`config.mk`:
```
export PLATFORM = sky130hd
export DESIGN_NAME = ring_counter_decoder
export DESIGN_NICKNAME = d
export VERILOG_FILES = /design/src/rtl/ring_counter_decoder.sv
export SDC_FILE = /design/constraint.sdc
export NUM_CORES = 1
export LEC_CHECK = 0
export BUFFER_PORTS_ARGS = -buffer_cell sky130_fd_sc_hd__buf_2
export CORE_UTILIZATION = 30
export CTS_BUF_LIST = sky130_fd_sc_hd__clkbuf_8
export CTS_CLUSTER_SIZE = 14
export DETAILED_ROUTE_END_ITERATION = 10
export MAX_ROUTING_LAYER = met4
export PLACE_DENSITY_LB_ADDON = 0.12
export SLEW_MARGIN = 30
export SYNTH_ARGS = -nofsm -noshare
export SYNTH_HDL_FRONTEND = slang
export SYNTH_SLANG_ARGS = --single-unit
```
`constraint.sdc`:
```
create_clock -name clk -period 1.9 [get_ports clk]
set_input_delay 0.285 -clock clk [delete_from_list [all_inputs] [get_ports clk]]
set_output_delay 0.285 -clock clk [all_outputs]
set_load 0.02 [all_outputs]
```
`src/rtl/ring_counter_decoder.sv`:
```
// Decoder and integrity monitor for a one-hot ring: binary index, one-hot/sequence checks, lap count.
// Optional saturating error counter output err_cnt is enabled by defining RING_DEC_ERR_COUNT_EN.
module ring_counter_decoder #(
  parameter int N     = 4,
  parameter int LAP_W = 8,
  localparam int IDX_W = $clog2(N)
) (
  input  logic             clk,
  input  logic             rst,
  input  logic             en,
  input  logic [N-1:0]     ring_in,
  output logic [IDX_W-1:0] idx,
  output logic             idx_valid,
  output logic             onehot_err,
  output logic             seq_err,
  output logic             lap_pulse,
`ifdef RING_DEC_ERR_COUNT_EN
  output logic [7:0]       err_cnt,
`endif
  output logic [LAP_W-1:0] lap_cnt
);

  typedef enum logic {SYNC = 1'b0, TRACK = 1'b1} state_t;

  state_t             state_q, state_d;
  logic [N-1:0]       prev_q, prev_d;
  logic [IDX_W-1:0]   idx_q, idx_d;
  logic               valid_q, valid_d;
  logic               oh_err_q, oh_err_d;
  logic               seq_err_q, seq_err_d;
  logic               lap_pulse_q, lap_pulse_d;
  logic [LAP_W-1:0]   lap_cnt_q, lap_cnt_d;

  logic               is_onehot_s;
  logic [N-1:0]       succ_s;
  logic [IDX_W-1:0]   pos_s;

  function automatic logic [IDX_W-1:0] onehot_pos(input logic [N-1:0] v);
    logic [IDX_W-1:0] p;
    p = {IDX_W{1'b0}};
    for (int k = 0; k < N; k++) begin
      if (v[k]) begin
        p = IDX_W'(k);
      end
    end
    return p;
  endfunction

  // Exactly one bit set: non-zero and clearing the lowest set bit leaves zero.
  assign is_onehot_s = (ring_in != {N{1'b0}}) &&
                       ((ring_in & (ring_in - {{(N-1){1'b0}}, 1'b1})) == {N{1'b0}});
  assign succ_s      = {prev_q[N-2:0], prev_q[N-1]};
  assign pos_s       = onehot_pos(ring_in);

  always_comb begin
    state_d     = state_q;
    prev_d      = prev_q;
    idx_d       = idx_q;
    valid_d     = valid_q;
    oh_err_d    = 1'b0;
    seq_err_d   = 1'b0;
    lap_pulse_d = 1'b0;
    lap_cnt_d   = lap_cnt_q;
    if (en) begin
      case (state_q)
        SYNC: begin
          if (is_onehot_s) begin
            idx_d   = pos_s;
            prev_d  = ring_in;
            valid_d = 1'b1;
            state_d = TRACK;
          end else begin
            oh_err_d = 1'b1;
            valid_d  = 1'b0;
          end
        end
        TRACK: begin
          if (!is_onehot_s) begin
            oh_err_d = 1'b1;
            valid_d  = 1'b0;
            state_d  = SYNC;
          end else if (ring_in == succ_s) begin
            idx_d   = pos_s;
            prev_d  = ring_in;
            valid_d = 1'b1;
            // Wrap from the top position back to 0 completes a lap.
            if (prev_q[N-1]) begin
              lap_pulse_d = 1'b1;
              lap_cnt_d   = lap_cnt_q + {{(LAP_W-1){1'b0}}, 1'b1};
            end else begin
              lap_pulse_d = 1'b0;
            end
          end else begin
            seq_err_d = 1'b1;
            idx_d     = pos_s;
            prev_d    = ring_in;
            valid_d   = 1'b1;
          end
        end
        default: begin
          state_d = SYNC;
          valid_d = 1'b0;
        end
      endcase
    end else begin
      state_d = state_q;
    end
  end

  always_ff @(posedge clk) begin
    if (rst) begin
      state_q     <= SYNC;
      prev_q      <= {N{1'b0}};
      idx_q       <= {IDX_W{1'b0}};
      valid_q     <= 1'b0;
      oh_err_q    <= 1'b0;
      seq_err_q   <= 1'b0;
      lap_pulse_q <= 1'b0;
      lap_cnt_q   <= {LAP_W{1'b0}};
    end else begin
      state_q     <= state_d;
      prev_q      <= prev_d;
      idx_q       <= idx_d;
      valid_q     <= valid_d;
      oh_err_q    <= oh_err_d;
      seq_err_q   <= seq_err_d;
      lap_pulse_q <= lap_pulse_d;
      lap_cnt_q   <= lap_cnt_d;
    end
  end

`ifdef RING_DEC_ERR_COUNT_EN
  logic [7:0] err_cnt_q, err_cnt_d;

  always_comb begin
    err_cnt_d = err_cnt_q;
    if ((oh_err_d || seq_err_d) && (err_cnt_q != 8'hFF)) begin
      err_cnt_d = err_cnt_q + 8'd1;
    end else begin
      err_cnt_d = err_cnt_q;
    end
  end

  always_ff @(posedge clk) begin
    if (rst) begin
      err_cnt_q <= 8'd0;
    end else begin
      err_cnt_q <= err_cnt_d;
    end
  end

  assign err_cnt = err_cnt_q;
`endif

  assign idx        = idx_q;
  assign idx_valid  = valid_q;
  assign onehot_err = oh_err_q;
  assign seq_err    = seq_err_q;
  assign lap_pulse  = lap_pulse_q;
  assign lap_cnt    = lap_cnt_q;

endmodule

```
# [After elaboration in Yosys (flattened, before gate mapping)]
# Index checks and enable logic that the tools add are counted.
[classes] bitwise_logic=5 addsub=2 reduce_logical=8 mux=9 eq_ne=1
[op_table] operator="8-bit by 1-bit adder with 8-bit output, second input constant" count=1
[op_table] operator="2-bit two-way mux" count=3
[op_table] operator="1-bit two-way mux" count=5
[op_table] operator="5-bit AND reduction" count=1
[op_table] operator="5-bit OR reduction" count=1
[op_table] operator="4-bit bitwise AND" count=1
[op_table] operator="4-bit == test" count=1
[op_table] operator="4-bit zero test" count=1
[op_table] operator="4-bit two-way mux" count=1
[op_table] operator="1-bit NOT" count=4
[op_table] operator="4-bit nonzero test" count=1
[op_table] operator="4-bit OR reduction" count=1
[op_table] operator="4-bit by 1-bit subtractor with 4-bit output, second input constant" count=1
[op_table] operator="2-bit AND reduction" count=1
[op_table] operator="2-bit OR reduction" count=1
[op_table] operator="1-bit logical AND" count=1
[totals] output_inout_bits=14 ff_bits=18 inputBits=7 wordCells=32

# [Depth between registers and ports, before layout]
# Gate-level depths: netlist of the first run.
[depth] depth_word=6 ltp_mapped=6 depth_no_buf=5

# [Worst setup path after synthesis of the first run]
# OpenSTA, ideal clock, no wires.
[synth_path] path_kind="input -> register" startpoint="in ring_in[3]" endpoint="reg lap_cnt_q[6] (netlist: lap_cnt[6])" cell_stages=5 setup_slack_ps=336 arrival_ps=1494 required_time_ps=1830 path_cell_list="buf_6 > nor4b_4 > nand4_4 > or4_1 > a21oi_1"
[synth_between] elab_chain_len=5 elab_cells_between_ends=7 cone_classes="1 x add/sub; 1 x eq/ne; 1 x bitwise; 4 x reduce/logical"
[synth_lines] element="from (decl)" line="11" text="input logic [N-1:0] ring_in,"
[synth_lines] element="4-bit by 1-bit subtractor with 4-bit output" line="51" text="((ring_in & (ring_in - {{(N-1){1'b0}}, 1'b1})) == {N{1'b0}});"
[synth_lines] element="4-bit bitwise AND" line="51"
[synth_lines] element="4-bit zero test" line="51"
[synth_lines] element="1-bit logical AND" line="50" text="assign is_onehot_s = (ring_in != {N{1'b0}}) &&"
[synth_lines] element="5-bit AND reduction (no source line) *"
[synth_lines] element="to (signal assigned)" line="119" text="lap_cnt_q <= {LAP_W{1'b0}};"
[synth_lines] element="to (signal assigned)" line="128" text="lap_cnt_q <= lap_cnt_d;"
[synth_lines] element="to (decl)" line="32" text="logic [LAP_W-1:0] lap_cnt_q, lap_cnt_d;"
# Every way passes the cells marked *; elsewhere a longest branch is shown, timed or not.
# A chain may end at the register's enable or synchronous reset.

# [Final worst setup path of the first run]
[layout_path] startpoint="in ring_in[2]" endpoint="reg lap_cnt_q[6] (netlist: lap_cnt[6])"
# The elaborated chain is that of the path after synthesis.

==> results of run 1 <==
[layer usage]
metal | GRT usage | share of wire
met5 | - | 0
met4 | 0.0365 | 0.0077
met3 | 0.0411 | 0.038
met2 | 0.227 | 0.48
met1 | 0.163 | 0.47
[how the worst max path moves through the flow]
stage / slack (ps) / endpoint / cells past startpoint
finish: 350 / lap_cnt[6] / 5
global route: 250 / lap_cnt[5] / 5
CTS: 350 / lap_cnt[6] / 5
detailed placement: 80 / lap_cnt[6] / 5
global placement: 140 / lap_cnt[6] / 5
floorplan: 340 / lap_cnt[6] / 5
[state kept, by name (all words and copies together), names as in the netlist]
name,count
seq_err,1
idx,2
lap_pulse,1
lap_cnt,8
onehot_err,1
idx_valid,1
prev_q,4
[worst max-delay path, cell delays in order]
cell and delay [ps]:
buf_2 170, nor4b_4 340, nand4_4 250, or4_1 520
a21oi_1 160
[placed cells by master, fill, tap and decap left out, drive strengths merged]
cell type	n
buf	25
dfxtp	18
a21oi	13
nand2	9
o31ai	7
nand3	6
or4	6
xor2	6
o21ai	5
inv	4
nor4b	4
xnor2	3
nor2	3
clkbuf	3
and4	2
nor2b	2
nand4	2
or3	2
nor3	1
and2b	1
a211o	1
a32o	1
a311oi	1
a31oi	1
a211oi	1
nand2b	1
o2111a	1
ha	1
[cell families after synthesis]
| kind of cell | Yosys count |
|---|---|
| flip-flops | 18 |
| AND/OR/NAND/NOR | 39 |
| buffers and inverters | 13 |
| AO/OA/AOI/OAI | 31 |
| XOR/XNOR | 9 |
| adder cells (fa/ha/maj) | 1 |
[synth_stat cells, drive strengths merged (2+ instances only)]
library cell	n
dfxtp	18
a21oi	13
nand2	9
o31ai	7
nand3	6
or4	6
xor2	6
o21ai	5
clkbuf	4
inv	4
nor4b	4
buf	3
nor2	3
xnor2	3
and4	2
nand4	2
nor2b	2
or3	2
[power by group through the flow]
stage	registers, W	clock network [W]	logic, W
2_1_floorplan	0.000403	0	0.0000680
3_3_place_gp	0.000398	0	0.0000953
3_5_place_dp	0.000398	0	0.0000964
4_1_cts	0.000389	0.000278	0.0000965
5_1_grt	0.000389	0.000290	0.000107
6_report	0.000389	0.000267	0.0000961
[layout make-up]
| class | instances | area (um^2) |
|---|---|---|
| clock buffers | 3 | 41.3 |
| fillers | 351 | 1970 |
| inverters | 4 | 15.0 |
| multi-input cells | 80 | 547 |
| flip-flops and latches | 18 | 360 |
| well taps | 44 | 55.1 |
| repair buffers | 25 | 138 |
[metrics by stage]
step | total power, W | utilization | cell area, um^2
2_1_floorplan | 0.000471 | - | 1010
3_3_place_gp | 0.000493 | 0.356 | 1110
3_5_place_dp | 0.000494 | 0.356 | 1110
4_1_cts | 0.000764 | 0.370 | 1160
5_1_grt | 0.000786 | 0.370 | 1160
6_report | 0.000752 | 0.370 | 1160
==> results.md, run 1 <==
- Tot GR Track Use: 0.138
- Synth Cell Area: 1010 um^2
- Routed vias: 884
- Maximum capacitance violations: 0
- Hold Path Stages: 3
- I/O Pins: 21
- Port Buffers: 20
- Syn. warnings: 0
- Largest net degree at the start of global routing: 19
- CP startpoint: ring_in[2]
- Post-layout minimum cycle time: 1550 ps
- CP Max Fanout: 17
- Vias in the first global route: 809
- Worst Skew: 1.29 ps
- RSZ-0062 raised after global routing: no
- Worst R2R Setup Slack: 380 ps
- Simple-Gate Fraction of Synth Area: 0.258
- CTS tree: done
- CTS resizes: 0
- Post-synth EDFFs: 0
- Compound-gate portion of the synthesized area: 0.194
- HP Class: input pin to flop
- Sequential Power Share: 0.517
- Post-CTS setup buffers: 0
- CORE AREA: 3130 um^2
- Lkg Pwr: 0.449 nW
- 1st-pass router iterations: 4
- Setup-failing EPs final: 0
- Worst Setup End Kind: flop
- Area Growth Syn to Fin: 14.8%
- Mapped Cells: 111
- Final hold violation count: 0
- FFs w/ async S/R, synth: 0
- Fmax: 647 MHz
- Crit Reg-Reg Endpoint: lap_cnt[6]
- R2R depth: 5
- Hold slack: 394 ps
- Netlist cell types: 35
- Initial DRC Count: 22
- Clk sinks: 18
- Pins Over Slew Limit: 0
- Sequential cell area fraction in the yosys report: 0.358
- Min-Delay Endpoint: prev_q[2]
- DP Wirelength: 1580 um
- Clock Tree Buf Depth: 2
- Mux share of post-synthesis cell area: 0
- Final std cells w/o fill: 174
- Gr ovfl total: 0
- Layout cells sized above 1: 0.238
- Die Width: 59.9 um
- DP Cell Count: 171
- Core Rows: 20
- Residual DRC count: 0
- Peak VDD IR: 0.378 mV
- Nets: 140
- Starting density of the core: 0.322
- Yosys top cell area share: 0.358
- RR Startpoint: lap_cnt[0]
- Max-slew headroom: 0.771
- Antenna diodes: 0
- Post-Syn Nets: 119
- Setup TNS: 0 ps
- H-tree levels: 1
- HP Start: ring_in[2]
- Die Ht: 59.9 um
- Num CTS Buffers: 3
- Comb power frac: 0.128
- Power Density: 650 nW/um^2
- Detail Route Antenna Nets: 0
- Leading area contributor after synthesis: dfxtp_1
- Seq cells post-synth: 18
- Clock root buffer master: clkbuf_8
- Hold buffers post-CTS: 0
- Main synth FF type: dfxtp_1
- Worst skew pair latency: 250 ps
- Tcrit/Tclk final: 0.813
- Largest cells by area after synthesis: dfxtp_1, a21oi_1, o31ai_1
- P_int: 0.000561 W
- Sw frac: 0.254
- Switching power: 0.000191 W
- Initial antenna violation count: 0
- Post-Synth Adder-Cell Area: 0.0124
- Slew at the pin closest to its max-slew limit: 343 ps
- Avg WL per Cell: 12.7 um
- Critical path class: input pin to flop
- Routed WL: 2200 um
- Pre-CTS setup slack: 82.8 ps
- Status: finished, final reports clean
- Final worst setup slack: 354 ps
- Clock Power Share: 0.355
- Routed vias/inst: 5.08
- Gpl congestion: 0.755
- CTS clk-pin slew, worst paths: 70 ps
- Global-route wire length before repair: 3610 um
- Die area: 3590 um^2
- Syn avg cell area: 9.07 um^2
- Worst EP arrival: 1730 ps
- Worst Path Required: 2080 ps
- Setup crit start kind: input pin
- XOR/XNOR share of the synthesized area: 0.0783
- Main combinational cell family by area after synthesis: simple AND/OR/NAND/NOR gates
Power figures use the tool's default switching activity.
==> inputs of run 2 (changes only) <==
- clock period: 1.9 -> 1.6 ns (I/O delays scaled with it)
==> run 2 against run 1 <==
Against the previous run:
- worst hold slack worse by 24 ps
- non-clock buffer count grew 3
- total power is 27% higher
- die area did not move
- count of clock-buffer cells in the layout increased by 1
- register-to-register slack got worse by 270 ps
- critical endpoint unchanged
- wire length down 2.9%
- setup slack got worse by 240 ps
==> results.md, run 2 (synthesis results as in run 1) <==
- Most common cell after layout, fill and taps aside: buf_2
- Met1 Resource Use GR: 0.159
- Fmax: 671 MHz
- Worst Path Required: 1790 ps
- Clock Tree Buf Depth: 2
- Slew at the pin closest to its max-slew limit: 350 ps
- Routed WL: 2140 um
- Met2 GRT Util: 0.240
- CP startpoint: prev_q[1]
- Switching power: 0.000235 W
- Worst Skew: 3.67 ps
- Residual DRC count: 0
- Setup-failing EPs final: 0
- Max-slew headroom: 0.766
- Worst Setup End Kind: flop
- Num CTS Buffers: 3
- H-tree levels: 1
- DP Wirelength: 1570 um
- Die Width: 59.9 um
- Starting density of the core: 0.322
- Final hold violation count: 0
- Global Route met3 Usage: 0.0390
- I/O Pins: 21
- CTS clk-pin slew, worst paths: 70 ps
- Comb power frac: 0.123
- Clk sinks: 18
- Tot Pwr: 0.000955 W
- Global-route wire length before repair: 3650 um
- CP peak stage delay: 510 ps
- CTS resizes: 0
- Initial DRC Count: 16
- Lkg Pwr: 0.471 nW
- Slowest cell on the critical path: or4_1
- RR Startpoint: prev_q[1]
- Tcrit/Tclk final: 0.931
- Critical path class: flop to flop
- Core Rows: 20
- DP Cell Count: 174
- Pins Over Slew Limit: 0
- P_int: 0.000721 W
- Gr ovfl total: 0
- R2R depth: 5
- Avg WL per Cell: 12.0 um
- Largest net degree at the start of global routing: 19
- Crit Reg-Reg Endpoint: lap_cnt[6]
- Initial antenna violation count: 0
- Sequential Power Share: 0.483
- Area Growth Syn to Fin: 18.6%
- Max reg flops: 8
- CTS tree: done
- Detail Route Antenna Nets: 0
- Fill cells: 335
- Most used routing layer in global routing: met2
- Gpl congestion: 0.727
- Routed vias/inst: 4.94
- Peak VDD IR: 0.528 mV
- Worst skew pair latency: 250 ps
- Final std cells w/o fill: 178
- Clock Power Share: 0.393
- Hold buffers post-CTS: 0
- Pre-CTS setup slack: -111 ps
- Final worst setup slack: 111 ps
- Power Density: 799 nW/um^2
- Status: finished, final reports clean
- Hold slack: 370 ps
- Setup crit start kind: flop
- Most frequent cells in the layout: buf_2, dfxtp_1, a21oi_1
- Antenna diodes: 0
- Post-layout minimum cycle time: 1490 ps
- Post-CTS setup buffers: 0
- Layout cells sized above 1: 0.276
- Routed vias: 879
- RSZ-0062 raised after global routing: no
- Worst EP arrival: 1680 ps
- CP Max Fanout: 18
- Maximum capacitance violations: 0
- Hold Path Stages: 2
- HP Start: rst
- Min-Delay Endpoint: lap_cnt[7]
- CORE AREA: 3130 um^2
- Tot GR Track Use: 0.139
- Vias in the first global route: 833
- Port Buffers: 20
- CP cell instances: xnor2_1, nand3_1, buf_4, or4_1, a21oi_1
- Nets: 143
- 1st-pass router iterations: 4
- Sw frac: 0.246
- Clock root buffer master: clkbuf_8
- HP Class: input pin to flop
- Worst R2R Setup Slack: 110 ps
- Die area: 3590 um^2
- Die Ht: 59.9 um
-- run 2: per-stage QoR --
stage	TNS, ps	util	instance area (um^2)
detailed placement	-570	0.364	1140
global placement	-456	0.364	1140
finish	0	0.382	1190
floorplan	0	-	1010
CTS	0	0.381	1190
global route	0	0.382	1190
-- run 2: layout make-up --
| cell class | count | area, um^2 | share of cell area |
|---|---|---|---|
| tap | 44 | 55.1 | 0.0461 |
| multi-input combinational | 80 | 547 | 0.458 |
| inverter | 4 | 15.0 | 0.0126 |
| sequential | 18 | 363 | 0.304 |
| clock buffer | 4 | 55.1 | 0.0461 |
| timing repair buffer | 28 | 160 | 0.134 |
-- run 2: metal layers --
layer / routed length, um / part of all wire
met5: 0 / 0
met3: 79 / 0.037
met2: 1040 / 0.49
met4: 15 / 0.0070
met1: 1000 / 0.47
-- run 2: power groups by stage --
stage / Sequential, W / Clock (W) / Combinational (W)
floorplan: 0.000478 / 0 / 0.0000807
global placement: 0.000472 / 0 / 0.000119
detailed placement: 0.000472 / 0 / 0.000119
CTS: 0.000462 / 0.000388 / 0.000119
global route: 0.000463 / 0.000412 / 0.000130
finish: 0.000462 / 0.000376 / 0.000118
-- run 2: critical path: cells and delay by family, from the launching register on --
family	cells	cell delay, ps
AO/OA/AOI/OAI	1	150
XOR/XNOR	1	130
buffers and inverters	1	190
AND/OR/NAND/NOR	2	600
flip-flops	1	350
-- run 2: worst max path at each step --
stage,to,slack (ps),cells after the start
3_3_place_gp,lap_cnt[7],-90,5
6_report,lap_cnt[6],110,5
2_1_floorplan,lap_cnt[6],80,5
5_1_grt,lap_cnt[5],10,5
3_5_place_dp,lap_cnt[6],-110,5
4_1_cts,lap_cnt[6],100,5
==> inputs of run 3 (changes only) <==
- ABC_AREA: unset -> 1
- CELL_PAD_IN_SITES_DETAIL_PLACEMENT: unset -> 0
- CELL_PAD_IN_SITES_GLOBAL_PLACEMENT: unset -> 1
==> run 3 against run 2 <==
Against the previous run:
- flip-flop and latch count stayed put
- count of clock-buffer cells in the layout unchanged
- fmax rose by 17%
- highest routed layer unchanged
==> results.md, run 3 <==
- Status: finished, final reports clean
- H-tree levels: 1
- Avg WL per Cell: 10.5 um
- Slew at the pin closest to its max-slew limit: 315 ps
- Clk sinks: 18
- Most frequent cells in the layout: nand2_1, buf_2, inv_1, dfxtp_1, a21oi_1
- Yosys top cell area share: 0.359
- DP Wirelength: 1710 um
- Worst Path Required: 1790 ps
- Initial antenna violation count: 0
- Main synth FF type: dfxtp_1
- Die Ht: 59.8 um
- Final Instance Area: 1200 um^2
- Clock Power Share: 0.388
- Switching power: 0.000244 W
- Num CTS Buffers: 3
- Gpl congestion: 0.738
- Sequential cell area fraction in the yosys report: 0.359
- Leading area contributor after synthesis: dfxtp_1
- Syn avg cell area: 6.97 um^2
- Core Rows: 20
- Antenna diodes: 0
- Fmax: 789 MHz
- Sequential Power Share: 0.488
- Synth Cell Area: 1000 um^2
- CORE AREA: 3100 um^2
- Port Buffers: 20
- Max-slew headroom: 0.789
- HP Class: input pin to flop
- 1st-pass router iterations: 4
- Worst Setup End Kind: flop
- Pins Over Slew Limit: 0
- RR Startpoint: lap_cnt[2]
- Vias in the first global route: 882
- RSZ-0062 raised after global routing: no
- Clock Tree Buf Depth: 2
- HP Start: ring_in[1]
- Detail Route Antenna Nets: 0
- Peak VDD IR: 0.507 mV
- Power Density: 801 nW/um^2
- Post-Syn Nets: 152
- Sw frac: 0.254
- Maximum capacitance violations: 0
- Largest cells by area after synthesis: dfxtp_1, nand2_1, a21oi_1
- I/O Pins: 21
- Setup TNS: 0 ps
- Nets: 175
- Starting density of the core: 0.323
- Post-CTS setup buffers: 0
- CTS clk-pin slew, worst paths: 70 ps
- Routed vias/inst: 4.58
- Routed vias: 961
- Hold Path Stages: 3
- Area Growth Syn to Fin: 19.5%
- Residual DRC count: 0
- Initial DRC Count: 16
- Clock root buffer master: clkbuf_8
- Routed WL: 2220 um
- Worst skew pair latency: 250 ps
- Setup-failing EPs final: 0
- Crit Reg-Reg Endpoint: lap_cnt[7]
- Largest net degree at the start of global routing: 15
- Netlist cell types: 21
- FFs w/ async S/R, synth: 0
- Hold buffers post-CTS: 0
- Tot GR Track Use: 0.148
- Area of placed instances: 1140 um^2
- Comb power frac: 0.125
- R2R depth: 6
- Layout cells sized above 1: 0.259
- Most common cell after layout, fill and taps aside: nand2_1
- Final hold violation count: 0
- Worst Skew: 2.05 ps
- CTS tree: done
- CP Max Fanout: 5
- Mapped Cells: 144
- Setup crit start kind: flop
- Gr ovfl total: 0
- Critical path class: flop to flop
- Syn. warnings: 0
- CTS resizes: 0
- Die Width: 59.8 um
- Lkg Pwr: 0.575 nW
- CP startpoint: lap_cnt[2]
- Die area: 3580 um^2
- Post-layout minimum cycle time: 1270 ps
- Global-route wire length before repair: 3840 um
- P_int: 0.000716 W
- Worst EP arrival: 1450 ps
- Seq cells post-synth: 18
- Worst R2R Setup Slack: 330 ps
- Post-synth EDFFs: 0
- Tcrit/Tclk final: 0.793
- Most frequent cells after synthesis: nand2_1, dfxtp_1, inv_1
- Top-count cell post-synth: nand2_1
- Max reg flops: 8
- Min-Delay Endpoint: prev_q[1]
==> run 3: through the flow <==
step / power [W] / setup WS, ps / hold WS [ps] / utilization / instances
finish: 0.000960 / 332 / 270 / 0.386 / 210
global route: 0.00101 / 128 / 286 / 0.386 / 210
CTS: 0.000979 / 312 / 265 / 0.386 / 210
detailed placement: 0.000599 / 308 / 457 / 0.369 / 206
global placement: 0.000599 / 294 / 452 / 0.369 / 206
floorplan: 0.000567 / 369 / 319 / - / 144
==> run 3: how the worst max path moves through the flow <==
stage | to | slack, ps | cells past startpoint
2_1_floorplan | lap_cnt[7] | 370 | 7
4_1_cts | lap_cnt[7] | 310 | 6
5_1_grt | lap_cnt[5] | 130 | 7
3_3_place_gp | idx[0] | 290 | 8
3_5_place_dp | lap_cnt[5] | 310 | 9
6_report | lap_cnt[7] | 330 | 6
==> run 3: final cells by class <==
| cell class | count | area, um^2 |
|---|---|---|
| multi-input combinational | 101 | 542 |
| sequential | 18 | 360 |
| fill | 357 | 1900 |
| tap | 44 | 55.1 |
| timing repair buffer | 20 | 100 |
| clock buffer | 4 | 55.1 |
| inverter | 23 | 86.3 |
==> run 3: power by group through the flow <==
stage | Clock (W) | Sequential (W) | Combinational (W)
floorplan | 0 | 0.000485 | 0.0000816
global placement | 0 | 0.000479 | 0.000121
detailed placement | 0 | 0.000478 | 0.000121
CTS | 0.000389 | 0.000468 | 0.000121
global route | 0.000411 | 0.000470 | 0.000134
finish | 0.000372 | 0.000468 | 0.000120
==> run 3: metal layers <==
layer / vias up / share of wire / GRT usage
li1: 504 / - / -
met1: 437 / 0.52 / 0.186
met2: 16 / 0.44 / 0.235
met3: 4 / 0.036 / 0.0390
met4: 0 / 0.0095 / 0.0399
met5: - / 0 / -
==> run 3: kinds of logic (layout without fill, tap and decap cells) <==
group | count (synthesis) | count (layout) | synth area share
and+or+nand+nor | 73 | 73 | 0.382
xor gates and xnor gates | 3 | 3 | 0.0262
AOI/OAI and AO/OA | 24 | 24 | 0.120
adders and majority gates | 1 | 1 | 0.0125
buffers and inverters | 25 | 47 | 0.101
DFF | 18 | 18 | 0.359
==> run 3: worst max-delay path: stages, from the launching register on <==
cell     delay [ps]
dfxtp_1         410
nand2_1          90
nor2_1          260
nand4_1         130
nand2_1          90
nand3_1          70
a21oi_1         140
